===== src/rtl/uart_pkg.sv =====
// Shared UART definitions: bit timing defaults and the receiver state encoding.
// Both the transmitter and the receiver import this package.
package uart_pkg;

    localparam int unsigned CLKS_PER_BIT = 234;  // round(27 MHz / 115 200)
    localparam int unsigned CNT_W        = 8;    // must hold CLKS_PER_BIT-1
    localparam int unsigned HALF_BIT     = CLKS_PER_BIT / 2;
    localparam int unsigned DATA_W       = 8;

    typedef enum logic [1:0] {
        IDLE,
        START,
        DATA,
        STOP
    } rx_state_t;

endpackage


===== src/rtl/uart_rx_if.sv =====
// Host-side interface of the UART receiver: holding register, read strobe, status.
// The receiver takes the master modport, the reading host the slave modport.
interface uart_rx_if;
    import uart_pkg::*;

    logic              i_re;
    logic [DATA_W-1:0] o_data;
    logic              o_valid;
    logic              o_busy;
    logic              o_frame_err;
    logic              o_overrun;

    modport master (
        input  i_re,
        output o_data, o_valid, o_busy, o_frame_err, o_overrun
    );

    modport slave (
        output i_re,
        input  o_data, o_valid, o_busy, o_frame_err, o_overrun
    );

endinterface


===== src/rtl/uart_rx_sync.sv =====
// Two-flop synchroniser for the asynchronous serial line plus a delay flop for
// falling-edge detection. Everything resets to the idle (high) line level.
module uart_rx_sync (
    input  logic i_clk,
    input  logic i_rst_n,
    input  logic i_rx,
    output logic rx_s,
    output logic fall
);

    logic rx_meta;
    logic rx_d;

    // NOTE: non-blocking assignments make each flop take the value its neighbour
    // held before the edge, which is what turns three statements into a shift chain.
    always_ff @(posedge i_clk or negedge i_rst_n) begin
        if (!i_rst_n) begin
            rx_meta <= 1'b1;
            rx_s    <= 1'b1;
            rx_d    <= 1'b1;
        end else begin
            rx_meta <= i_rx;
            rx_s    <= rx_meta;
            rx_d    <= rx_s;
        end
    end

    assign fall = rx_d & ~rx_s;

endmodule


===== src/rtl/uart_rx.sv =====
// 8N1 UART receiver: mid-bit sampling, start-bit glitch rejection, one-entry
// holding register with valid/read handshake, framing and overrun flags.
module uart_rx
    import uart_pkg::*;
#(
    parameter int unsigned D = CLKS_PER_BIT,
    parameter int unsigned L = CNT_W
) (
    input  logic      i_clk,
    input  logic      i_rst_n,
    input  logic      i_rx,
    uart_rx_if.master bus
);

    localparam logic [L-1:0] CNT_HALF = L'(D / 2 - 1);
    localparam logic [L-1:0] CNT_LAST = L'(D - 1);

    rx_state_t         state;
    rx_state_t         state_nxt;
    logic [L-1:0]      cnt;
    logic [2:0]        bit_idx;
    logic [DATA_W-1:0] shift;
    logic              rx_s;
    logic              rx_fall;

    logic              busy;
    logic              bit_tick;
    logic              stop_tick;
    logic              cnt_clr;

    logic [DATA_W-1:0] data_q;
    logic              valid_q;
    logic              overrun_q;
    logic              ferr_q;
    logic              load;
    logic              accept;

    uart_rx_sync u_sync (
        .i_clk   (i_clk),
        .i_rst_n (i_rst_n),
        .i_rx    (i_rx),
        .rx_s    (rx_s),
        .fall    (rx_fall)
    );

    always_ff @(posedge i_clk or negedge i_rst_n) begin
        if (!i_rst_n) state <= IDLE;
        else          state <= state_nxt;
    end

    // NOTE: giving state_nxt a default before the case keeps every path assigned,
    // so no latch is inferred when a branch has nothing to change.
    always_comb begin
        state_nxt = state;
        unique case (state)
            IDLE:  if (rx_fall) state_nxt = START;
            START: if (cnt == CNT_HALF) state_nxt = rx_s ? IDLE : DATA;
            DATA:  if (bit_tick && bit_idx == 3'd7) state_nxt = STOP;
            STOP:  if (cnt == CNT_LAST) state_nxt = IDLE;
            default: state_nxt = IDLE;
        endcase
    end

    always_comb begin
        busy      = (state != IDLE);
        bit_tick  = (state == DATA) && (cnt == CNT_LAST);
        stop_tick = (state == STOP) && (cnt == CNT_LAST);
        cnt_clr   = (state == IDLE) || (state_nxt != state) || bit_tick;
    end

    // Counter restarts on every state change and after each data sample, so the
    // compare bounds are always reached before it could wrap.
    always_ff @(posedge i_clk or negedge i_rst_n) begin
        if (!i_rst_n) begin
            cnt     <= '0;
            bit_idx <= '0;
            shift   <= '0;
        end else begin
            cnt <= cnt_clr ? '0 : cnt + L'(1);
            if (state == IDLE) bit_idx <= '0;
            else if (bit_tick) bit_idx <= bit_idx + 3'd1;
            if (bit_tick) shift <= {rx_s, shift[DATA_W-1:1]};
        end
    end

    assign load   = stop_tick & rx_s;
    assign accept = bus.i_re & valid_q;

    // A read coinciding with a load consumes the old byte, so it is not an overrun.
    always_ff @(posedge i_clk or negedge i_rst_n) begin
        if (!i_rst_n) begin
            data_q    <= '0;
            valid_q   <= 1'b0;
            overrun_q <= 1'b0;
            ferr_q    <= 1'b0;
        end else begin
            ferr_q <= stop_tick & ~rx_s;
            if (load) begin
                data_q    <= shift;
                valid_q   <= 1'b1;
                overrun_q <= accept ? 1'b0 : (overrun_q | valid_q);
            end else if (accept) begin
                valid_q   <= 1'b0;
                overrun_q <= 1'b0;
            end
        end
    end

    assign bus.o_data      = data_q;
    assign bus.o_valid     = valid_q;
    assign bus.o_busy      = busy;
    assign bus.o_frame_err = ferr_q;
    assign bus.o_overrun   = overrun_q;

endmodule


===== src/flat_wrapper.sv =====
// flat-port wrapper written by rule: the top's interface ports become plain ports
module uart_rx_flat import uart_pkg::*;
#(
    parameter int unsigned D = CLKS_PER_BIT,
    parameter int unsigned L = CNT_W
)
  (i_clk, i_rst_n, i_rx, bus_i_re, bus_o_data, bus_o_valid, bus_o_busy, bus_o_frame_err, bus_o_overrun);
  uart_rx_if bus_i ();
  input  logic i_clk;
  input  logic i_rst_n;
  input  logic i_rx;
  input wire logic [$bits(bus_i.i_re)-1:0] bus_i_re;
  output wire logic [$bits(bus_i.o_data)-1:0] bus_o_data;
  output wire logic [$bits(bus_i.o_valid)-1:0] bus_o_valid;
  output wire logic [$bits(bus_i.o_busy)-1:0] bus_o_busy;
  output wire logic [$bits(bus_i.o_frame_err)-1:0] bus_o_frame_err;
  output wire logic [$bits(bus_i.o_overrun)-1:0] bus_o_overrun;
  assign bus_i.i_re = bus_i_re;
  assign bus_o_data = bus_i.o_data;
  assign bus_o_valid = bus_i.o_valid;
  assign bus_o_busy = bus_i.o_busy;
  assign bus_o_frame_err = bus_i.o_frame_err;
  assign bus_o_overrun = bus_i.o_overrun;
  uart_rx #(.D(D), .L(L)) u_core (.i_clk(i_clk), .i_rst_n(i_rst_n), .i_rx(i_rx), .bus(bus_i));
endmodule

===== config.mk =====
export PLATFORM = sky130hd
export DESIGN_NAME = uart_rx_flat
export DESIGN_NICKNAME = d
export VERILOG_FILES = /design/src/rtl/uart_pkg.sv /design/src/rtl/uart_rx_if.sv /design/src/rtl/uart_rx_sync.sv /design/src/rtl/uart_rx.sv /design/src/flat_wrapper.sv
export SDC_FILE = /design/constraint.sdc
export NUM_CORES = 1
export LEC_CHECK = 0
export CORE_UTILIZATION = 35
export DETAILED_ROUTE_END_ITERATION = 7
export GPL_TIMING_DRIVEN = 0
export PLACE_DENSITY = 0.56
export SETUP_SLACK_MARGIN = 0.05
export SYNTH_ARGS = -nofsm -noshare
export SYNTH_HDL_FRONTEND = slang
export SYNTH_SLANG_ARGS = --single-unit

===== constraint.sdc =====
create_clock -name i_clk -period 3.7 [get_ports i_clk]
set_input_delay 0.555 -clock i_clk [delete_from_list [all_inputs] [get_ports i_clk]]
set_output_delay 0.555 -clock i_clk [all_outputs]
set_load 0.03 [all_outputs]

* After elaboration in Yosys (flattened, before gate mapping)
Cells that the tools add are included.
** Word-level totals
- Word-level logic and storage cells :: 48
- Output and inout bits :: 12
- Input port bits :: 4
- Bits in registers :: 35
** Cells by class
- Equality and inequality tests :: 7
- Reduce and logical (&&, ||, !) cells :: 9
- Add/subtract/negate cells :: 2
- Bitwise operators :: 6
- Mux-type cells :: 13
** Operators by type and width (count)
- $mux W2 :: 5
- $add A8 B1 Y8 const B :: 1
- $eq A8 B7 Y1 const B :: 1
- $eq A8 B8 Y1 const B :: 1
- $mux W8 :: 1
- $pmux W2 S4 :: 1
- $mux W3 :: 2
- $reduce_bool A2 Y1 :: 3
- $and A1 B1 Y1 :: 4
- $eq A2 B2 Y1 const B :: 2
- $mux W1 :: 4
- $add A3 B1 Y3 const B :: 1
- $eq A3 B3 Y1 const B :: 1
- $logic_and A1 B1 Y1 :: 3
- $eq A2 B1 Y1 const B :: 1
- $logic_not A2 Y1 :: 1
- $logic_or A1 B1 Y1 :: 2
- $ne A2 B2 Y1 :: 1
- $not A1 Y1 :: 1
- $or A1 B1 Y1 :: 1

* Logic depth before layout (Yosys ltp)
- Depth after elaboration :: 9
- Gate-level depth with buffers :: 6
- Mapped depth without buffers :: 6

* Hierarchy
A second synthesis with hierarchy kept.
** Second synthesis, totals
- Cell total of the unflattened synthesis :: 122
- Area, all modules :: 1565.3 sq um
** By module, submodules not included
- uart_rx :: cells each 118, seq. area each 800.8 sq um, instances 1, area an instance 1472.7 sq um
- uart_rx_sync :: cells each 4, seq. area each 78.8 sq um, instances 1, area an instance 92.6 sq um

* Worst setup path before layout
No wires, ideal clock.
- Kind :: register to register
- Start :: reg u_core.cnt[2]
- End :: reg u_core.data_q[0] (netlist: u_core.bus.o_data[0])
- Setup time :: 0.125 ns
- Slack :: 2.173 ns
- Path buffers :: 0
- Required time :: 3.575 ns
- Cell stages (with the launch flop) :: 5
- Period minus slack after synthesis :: 1.527 ns
- Arrival time :: 1.402 ns
- Path through :: dfrtp_1 and4bb_4 nand3_4 nor2_8 mux2_2
** On the way
- Longest elaborated chain between the ends :: 3
** Ends and longest elaborated chain
- from (decl) :: RTL line uart_rx.sv:20 : logic [L-1:0] cnt;
- from (signal assigned) :: RTL line uart_rx.sv:79 : cnt <= cnt_clr ? '0 : cnt + L'(1);
- $eq A8 B8 Y1 :: RTL line uart_rx.sv:67 : stop_tick = (state == STOP) && (cnt == CNT_LAST);
- $logic_and A1 B1 Y1 :: RTL line uart_rx.sv:67
- $and A1 B1 Y1 :: RTL line uart_rx.sv:86 : assign load = stop_tick & rx_s;
- to (signal assigned) :: RTL line uart_rx.sv:99 : data_q <= shift;
- to (decl) :: RTL line uart_rx.sv:31 : logic [DATA_W-1:0] data_q;
No other way between the ends.
A chain may end at the register's enable or synchronous reset.

* Final worst setup path
- Start :: reg u_core.state[1]
- End :: out bus_o_busy
** On the way
- Longest elaborated chain between the ends :: 1
** Ends and longest elaborated chain
- from (decl) :: RTL line uart_rx.sv:18 : rx_state_t state;
- from (signal assigned) :: RTL line uart_rx.sv:48 : else state <= state_nxt;
- $reduce_bool A2 Y1 :: RTL line uart_rx.sv:65 : busy = (state != IDLE);
- to (decl) :: RTL line flat_wrapper.sv:15 : output wire logic [$bits(bus_i.o_busy)-1:0] bus_o_busy;
No other way between the ends.

==> reports/metrics.csv <==
metric,value,unit
drc,0,
ys_seq_area_share,55.1,%
slew_headroom,49.3,%
clock_sinks,35,
vias_per_cell,4.92,
slew_violations,0,
cts_made_buffers,5,
rsz0062_at_grt,no,
synth_top_family_by_area,simple AND/OR/NAND/NOR gates,
cp_data_arrival_time,1.90,ns
drt-initial-drc-count,39,
initial_core_util,36.4,%
antenna-diode-count,0,
fin_ws,1.24,ns
period_needed,2.46,ns
holdWs,0.340,ns
vdd_drop_max,0.367,mV
tightest_slew,0.760,ns
dp_hpwl,1780,um
clock_latency,0.28,ns
ff_latch_area,880,um^2
fill_cells,418,
cap_violations,0,
r2r_cells,6,
ctsResizeCount,0,
synth_xor_area_share,3.29,%
grt_pass1_vias,981,
synth_top_area_share,50.1,%
synthAdderAreaFrac,3.92,%
die_x,69.6,um
r2r_end,u_core.state[1]$_DFF_PN0_,
clockRootBuffer,clkbuf_8,
ys_warn_count,0,
dp_slack,1.58,ns
criticalPathCategory,reg2out,
first_pass_iters,4,
h-tree-depth,2,
cts_hold_buf,0,
clkTransAtPathRegs,0.07,ns
clk_path_buf_depth,2,
io_buffers,15,
startpoint_type,flop,
postCtsSetupBuffers,0,
multiInputGateArea,692,um^2
die_area,4840,um^2
setup_viol,0,
num_rows,24,
track_usage,12.2,%
routabilityCongestion,0.749,
critPathRequiredTime,3.14,ns
syn_area,1600,um^2
r2r_slack,1.98,ns
postRouteAntennaNets,0,
end_kind,output pin,
wire_per_inst,13.3,um
cp_max_fo,10,
synth-simple-area-share,19.0,%
via_count,969,
yosysTopAreaCell,dfrtp_1,
max_freq,0.407,GHz
drive_gt1_share,26.2,%
ys_ff_latch,35,
wirelength,2610,um
boundaryPins,16,
synth.distinct_cells,35,
syn_to_final_growth,20.2,%
globalRouteOverflowTotal,0,
synth_mux_area_share,13.8,%
synth_fp_nets,131,
syn_area_per_cell,13.1,um^2
core_area,4380,um^2
tns,0,ns
grt_max_degree,36,
synth_compound_area_share,3.29,%
status,"finished, final reports clean",
hp-class,in2async,
power,0.000973,W
synthCells,122,
antenna_found_initial,0,
finalCritPeriodShare,66.5,%
pwr_density_cell,506,nW/um^2
nets,153,
hold_viol,0,
leakage,0.906,nW
fin_skew,0.00528,ns
tritoncts,done,
grt_pass1_wl,4660,um
die_h,69.6,um
synth.area.top_cells,"dfrtp_1, mux2_4, mux2_2",
r2r_start,u_core.cnt[1]$_DFF_PN0_,
==> per-layer routing <==
layer | vias to the layer above | global-route usage [%] | part of all wire, %
li1 | 472 | - | -
met1 | 479 | 17.2 | 51
met2 | 13 | 17.3 | 45
met3 | 5 | 4.07 | 3.3
met4 | 0 | 4.76 | 1.2
met5 | - | 0 | 0
==> stage by stage <==
stage	util, %	instance area, um^2	std cells
after floorplan	-	1600	122
after global placement	41.4	1810	189
after detailed placement	41.2	1810	189
after CTS	43.8	1920	197
after global routing	43.8	1920	197
final	43.8	1920	197
==> synth_stat cells (all sizes together) <==
master,count
buf,2
and2,2
and3,2
ha,5
nand3b,1
nor2,11
xor2,5
nor3b,2
nand2,4
mux2i,1
o22ai,1
dfrtp,32
dfstp,3
and2b,1
nand4,5
clkbuf,1
inv,3
nand3,13
o21a,2
nor2b,2
a22oi,1
or2,1
xnor2,1
a21oi,2
mux2,16
nor4b,1
a311oi,1
and4bb,1
==> cell usage in the layout, fill, tap and decap left out, types with 2 or more instances in the layout <==
cell type / instances
dfrtp_1: 32
clkbuf_8: 5
clkdlybuf4s50_1: 14
nand4_1: 5
nor2b_1: 2
nor2_1: 10
a21oi_1: 2
mux2_4: 8
ha_1: 5
xor2_1: 5
nand3_1: 12
nand2_1: 3
dfstp_2: 3
inv_1: 3
o21a_1: 2
mux2_2: 8
nor3b_1: 2
==> sequential cells by signal (all words and copies together), names as in the netlist, 2 cells and up <==
signal             flops
u_core.bit_idx         3
u_core.bus.o_data      8
u_core.cnt             8
u_core.shift           8
u_core.state           2
==> power breakdown <==
group	leakage, nW	total (W)	switching, W	internal (W)
Combinational	0.388	0.000161	0.0000860	0.0000753
Clock	0.0581	0.000338	0.000138	0.000200
Sequential	0.460	0.000473	0.0000477	0.000425
Total	0.906	0.000973	0.000272	0.000701
==> layout make-up <==
type	instances	area share, %
multi-input combinational	81	36.0
inverter	3	0.586
sequential	35	45.8
tap	52	3.39
timing repair buffer	15	7.56
clock inverter	3	2.28
buffer	3	0.782
clock buffer	5	3.58
==> worst max-delay path, cell delays in order (launching register included) <==
cell and delay, ns:
dfrtp_1 0.39, buf_1 0.39, or2_2 0.19, clkdlybuf4s50_1 0.65
==> worst max-delay path by stage <==
stage,depth (start not counted),slack [ns],to,start
floorplan,4,2.17,u_core.bus.o_data[0]$_DFFE_PN0P_,u_core.cnt[2]$_DFF_PN0_
CTS,3,1.27,bus_o_busy,u_core.state[1]$_DFF_PN0_
finish,3,1.24,bus_o_busy,u_core.state[1]$_DFF_PN0_
global placement,1,1.37,u_core.cnt[2]$_DFF_PN0_,i_rst_n
global route,3,1.17,bus_o_busy,u_core.state[1]$_DFF_PN0_
detailed placement,3,1.58,bus_o_busy,u_core.state[1]$_DFF_PN0_
==> logic make-up (layout without fill, tap and decap cells) <==
| logic type | Yosys count | in the layout |
|---|---|---|
| buf+inv | 6 | 29 |
| fa+ha+maj | 5 | 5 |
| compound gates | 7 | 7 |
| mux | 17 | 17 |
| simple gates | 46 | 46 |
| flops | 35 | 35 |
| xor+xnor | 6 | 6 |
Note: power is estimated with default switching activity, not from simulation.
